File: config.mk
export PLATFORM = sky130hd
export DESIGN_NAME = button_event
export DESIGN_NICKNAME = d
export VERILOG_FILES = /design/src/rtl/button_event.sv
export SDC_FILE = /design/constraint.sdc
export NUM_CORES = 1
export LEC_CHECK = 0
export CORE_ASPECT_RATIO = 0.6
export CORE_MARGIN = 2
export CORE_UTILIZATION = 50
export CTS_BUF_LIST = sky130_fd_sc_hd__clkbuf_8
export DETAILED_ROUTE_END_ITERATION = 16
export HOLD_SLACK_MARGIN = 0.1
export PLACE_DENSITY = 0.68
export REMOVE_ABC_BUFFERS = 1
export SLEW_MARGIN = 0
export SYNTH_ARGS = -nofsm -noshare
export SYNTH_HDL_FRONTEND = slang
export SYNTH_SLANG_ARGS = --single-unit
File: constraint.sdc
create_clock -name clk_i -period 3.31 [get_ports clk_i]
set_input_delay 0.662 -clock clk_i [delete_from_list [all_inputs] [get_ports clk_i]]
set_output_delay 0.662 -clock clk_i [all_outputs]
set_load 0.01 [all_outputs]
File: src/rtl/button_event.sv
// Classifies a debounced button level into short-press, long-press and
// auto-repeat single-cycle pulses for the downstream control FSM.
module button_event #(
   parameter int unsigned CLK_FREQ  = 25_000_000,
   parameter int unsigned LONG_MS   = 500,
   parameter int unsigned REPEAT_MS = 100,
   parameter bit          REPEAT_EN = 1'b1
) (
   input  logic       clk_i,
   input  logic       rst_ni,
   input  logic       signal_i,
   output logic       held_o,
   output logic       press_o,
   output logic       long_o,
   output logic       repeat_o,
   output logic [1:0] state_o
);

   localparam int unsigned LONG_TICKS   = CLK_FREQ / 1000 * LONG_MS;
   localparam int unsigned REPEAT_TICKS = CLK_FREQ / 1000 * REPEAT_MS;
   localparam int unsigned MAX_TICKS    = (LONG_TICKS > REPEAT_TICKS) ? LONG_TICKS : REPEAT_TICKS;
   localparam int          CNT_W        = $clog2(MAX_TICKS + 1);

   localparam logic [CNT_W-1:0] LONG_LAST   = CNT_W'(LONG_TICKS - 1);
   localparam logic [CNT_W-1:0] REPEAT_LAST = CNT_W'(REPEAT_TICKS - 1);

   if (LONG_TICKS < 2) begin : g_bad_long
      $error("button_event: LONG_TICKS must be at least 2");
   end
   if (REPEAT_TICKS < 1) begin : g_bad_repeat
      $error("button_event: REPEAT_TICKS must be at least 1");
   end

   typedef enum logic [1:0] {
      IDLE    = 2'd0,
      PRESSED = 2'd1,
      LONG    = 2'd2
   } state_t;

   state_t           state;
   logic [CNT_W-1:0] cnt;
   logic             sig_q;

   assign state_o = state;

   // sig_q resets to 1 so a button already held out of reset must be
   // released and pressed again before any event is produced.
   always_ff @(posedge clk_i) begin
      if (!rst_ni) begin
         state    <= IDLE;
         cnt      <= '0;
         sig_q    <= 1'b1;
         held_o   <= 1'b0;
         press_o  <= 1'b0;
         long_o   <= 1'b0;
         repeat_o <= 1'b0;
      end else begin
         sig_q    <= signal_i;
         press_o  <= 1'b0;
         long_o   <= 1'b0;
         repeat_o <= 1'b0;
         case (state)
            IDLE: begin
               if (signal_i && !sig_q) begin
                  state  <= PRESSED;
                  cnt    <= '0;
                  held_o <= 1'b1;
               end
            end
            PRESSED: begin
               // A release on the terminal-count edge still counts as short.
               if (!signal_i) begin
                  state   <= IDLE;
                  cnt     <= '0;
                  held_o  <= 1'b0;
                  press_o <= 1'b1;
               end else if (cnt == LONG_LAST) begin
                  state  <= LONG;
                  cnt    <= '0;
                  long_o <= 1'b1;
               end else begin
                  cnt <= cnt + 1'b1;
               end
            end
            LONG: begin
               if (!signal_i) begin
                  state  <= IDLE;
                  cnt    <= '0;
                  held_o <= 1'b0;
               end else if (REPEAT_EN) begin
                  if (cnt == REPEAT_LAST) begin
                     cnt      <= '0;
                     repeat_o <= 1'b1;
                  end else begin
                     cnt <= cnt + 1'b1;
                  end
               end else begin
                  cnt <= '0;
               end
            end
            default: begin
               state  <= IDLE;
               cnt    <= '0;
               held_o <= 1'b0;
            end
         endcase
      end
   end

endmodule

==> metrics.md <==
| Metric | Value |
|---|---|
| DRT antenna net count | `0` |
| Pleak | `0.583 nW` |
| Post-synth ARST share | `0%` |
| Die Span Y | `49.0 um` |
| Clk sinks | `31` |
| Critical-path top delay cell | `clkdlybuf4s50_1` |
| Hold Path Stages | `2` |
| Reg2reg setup slack | `0.96 ns` |
| Drc violations | `0` |
| CP arrival | `2.63 ns` |
| Setup crit end kind | `flop` |
| First DRT Iteration DRCs | `169` |
| Path depth of the worst reg2reg path | `6` |
| Core area | `0.00324 mm2` |
| DR WL/cell | `15.9 um` |
| Status | `finished, final reports clean` |
| Worst-path cell chain | `clkdlybuf4s50_1 > nand2b_1 > a2111o_1 > nor4b_1 > xnor2_1 > nor2_1` |
| Register area share after synthesis | `36.7%` |
| Kind of critical path | `in -> reg` |
| Register bit total from synthesis | `31` |
| Clk_lat worst skew | `0.27 ns` |
| First-pass GRT wire length | `6760 um` |
| Initial Utilization | `52.1%` |
| Io pins | `9` |
| Ys flop type | `dfxtp_1` |
| Post-layout util | `57.9%` |
| Setup TNS | `0 ns` |
| Synth area leaders | `dfxtp_1 37%, xnor2_1 6.7%, nor2_1 5.8%` |
| Sink of the worst hold path | `state_o[0]` |
| H-tree Lvls | `2` |
| Unrepaired setup endpoints after global routing | `no` |
| Initial antenna violation count | `0` |
| Max-cap violation count | `0` |
| Gr usage total | `22.3%` |
| Syn-to-layout area delta | `11.2%` |
| Critical-path maximum fanout | `7` |
| Die area | `0.00388 mm2` |
| CP Buf/Inv Count | `1` |
| Layout Skew | `0.00505 ns` |
| Slew Viols, Final | `0` |
| Clock slew at reported path FFs | `0.06 ns` |
| Critical Path RT | `3.45 ns` |
| CTS tree | `built` |
| Tcrit/Tclk final | `75.3%` |
| Avg Synthesized Cell Area | `8.41 um2` |
| Final Cell Area | `0.00188 mm2` |
| CTS resizes | `0` |
| FF-to-FF End | `cnt[22]` |
| Die extent in x | `79.1 um` |
| CTS Hold Buffers Added | `0` |
| Synth Instances | `201` |
| Rel. slew slack | `44.6%` |
| Placer Congestion | `0.924` |
| Yosys cell types | `41` |
| Port-buffer cells | `8` |
| Layout cell share with drive strength beyond 1 | `5.69%` |
| Worst ir drop on vdd | `0.288 mV` |
| Post-CTS Setup Inserts | `0` |
| Count leader, synth | `dfxtp_1` |
| Post-layout min period | `2.49 ns` |
| Maximum clock path buffer count | `2` |
| Post-synth EDFFs | `0` |
| Worst Max-Slew Pin Slew | `0.827 ns` |
| Placement Rows | `16` |
| Clock tree root driver cell | `clkbuf_8` |
| RR Startpoint | `cnt[0]` |
| Nets | `219` |
| Pre-Repair DR Iteration Count | `5` |
| Min-Delay Path Class | `reg -> reg` |
| Slowest stage delay, CP | `0.58 ns` |
| Diodes inserted | `0` |
| YS warnings | `0` |
| DR vias | `1592` |
| CP delay by family, top | `simple AND/OR/NAND/NOR gates` |
| Pwr Density | `379 mW/mm2` |
| Avg Vias per Cell | `6.22` |
| Largest net degree at the start of global routing | `18` |
| Hold Startpoint | `state_o[0]` |
| Total wire length | `4060 um` |
| Setup violators final | `0` |
| Placed Area | `0.00181 mm2` |
| Hold Fails Final Rpt | `0` |
| GRT Residual Overflow | `0` |
| Vias in the first global route | `1402` |
| Fmax | `401 MHz` |
| Post-DP HPWL | `3050 um` |
| Synth top cells by count | `31 x dfxtp_1, 26 x nor2_1, 15 x nand2_1, 13 x xnor2_1, 11 x inv_1` |
| Cell taking the most area after synthesis | `dfxtp_1` |
| Clock buffer count from CTS | `5` |
| Total power | `0.712 mW` |
| Share of Yosys cell area claimed by the top area cell type | `36.7%` |
| Cell Area, Synth | `0.00169 mm2` |
| CP Launch Type | `input port` |
layout by cell type, fill, tap and decap left out, types with 2 or more instances in the layout:
cell / count
and4_1: 5
xnor2_1: 13
or2_2: 2
nand2_1: 15
o211ai_1: 7
xor2_1: 4
nor4b_1: 3
clkdlybuf4s50_1: 8
a21oi_1: 6
nand3_1: 10
ha_1: 4
o21ai_0: 4
inv_1: 12
or4b_1: 3
and3_1: 6
o221ai_1: 2
nor2_1: 26
nor4_1: 8
clkbuf_8: 5
nand4_1: 8
dfxtp_1: 31
nand2b_1: 4
a31oi_1: 2
a41oi_1: 2
nor3_1: 5
final cells by class:
type	count	area [um2]
clock inverters	1	3.75
inverters	11	41.3
repair buffers	9	87.6
flip-flops and latches	31	621
clock buffers	5	68.8
multi-input cells	154	1000
well taps	45	56.3
fillers	310	1360
worst max-delay path by stage:
stage / from / end / slack (ns) / depth (start not counted)
after global placement: signal_i / cnt[4] / 0.64 / 6
after CTS: signal_i / cnt[22] / 0.82 / 6
after floorplan: cnt[14] / cnt[10] / 1.34 / 5
after global routing: signal_i / cnt[4] / 0.67 / 6
after detailed placement: signal_i / cnt[4] / 0.63 / 6
final: signal_i / cnt[22] / 0.82 / 6
flip-flops by register name (all words and copies together) (netlist names):
register and count:
cnt 24, state_o 2, held_o 1, long_o 1
press_o 1, repeat_o 1, sig_q 1
through the flow:
| stage | instances | hold WS (ns) | worst slack [ns] |
|---|---|---|---|
| 2_1_floorplan | 196 | 0.458 | 1.34 |
| 3_3_place_gp | 250 | 0.489 | 0.643 |
| 3_5_place_dp | 250 | 0.499 | 0.630 |
| 4_1_cts | 256 | 0.514 | 0.823 |
| 5_1_grt | 256 | 0.557 | 0.675 |
| 6_report | 256 | 0.513 | 0.817 |
logic make-up (layout without fill, tap and decap cells):
| group | count (synthesis) | after routing | synth area share, % |
|---|---|---|---|
| adder cells (fa/ha/maj) | 4 | 4 | 2.96 |
| XOR/XNOR | 17 | 17 | 8.81 |
| AO/OA/AOI/OAI | 30 | 30 | 13.6 |
| AND/OR/NAND/NOR | 103 | 103 | 33.8 |
| flip-flops | 31 | 31 | 36.7 |
| buffers and inverters | 16 | 26 | 4.07 |
layer usage:
| layer | wire (um) | track usage (%) |
|---|---|---|
| met1 | 2060 | 35.2 |
| met3 | 389 | 7.96 |
| met4 | 27 | 2.87 |
| met2 | 1580 | 29.2 |
| met5 | 0 | 0 |
power by group:
group / switching (mW) / total, mW / internal, mW
Combinational: 0.0478 / 0.0711 / 0.0233
Clock: 0.124 / 0.261 / 0.137
Sequential: 0.00275 / 0.380 / 0.377
Total: 0.175 / 0.712 / 0.537
worst register-to-register path: stages (launching register included):
cell      delay, ns
dfxtp_1        0.42
ha_1           0.27
nand4_1        0.26
a2111o_1       0.54
nor4b_1        0.48
xnor2_1        0.19
nor2_1         0.05
(Power assumes the default switching activity.)
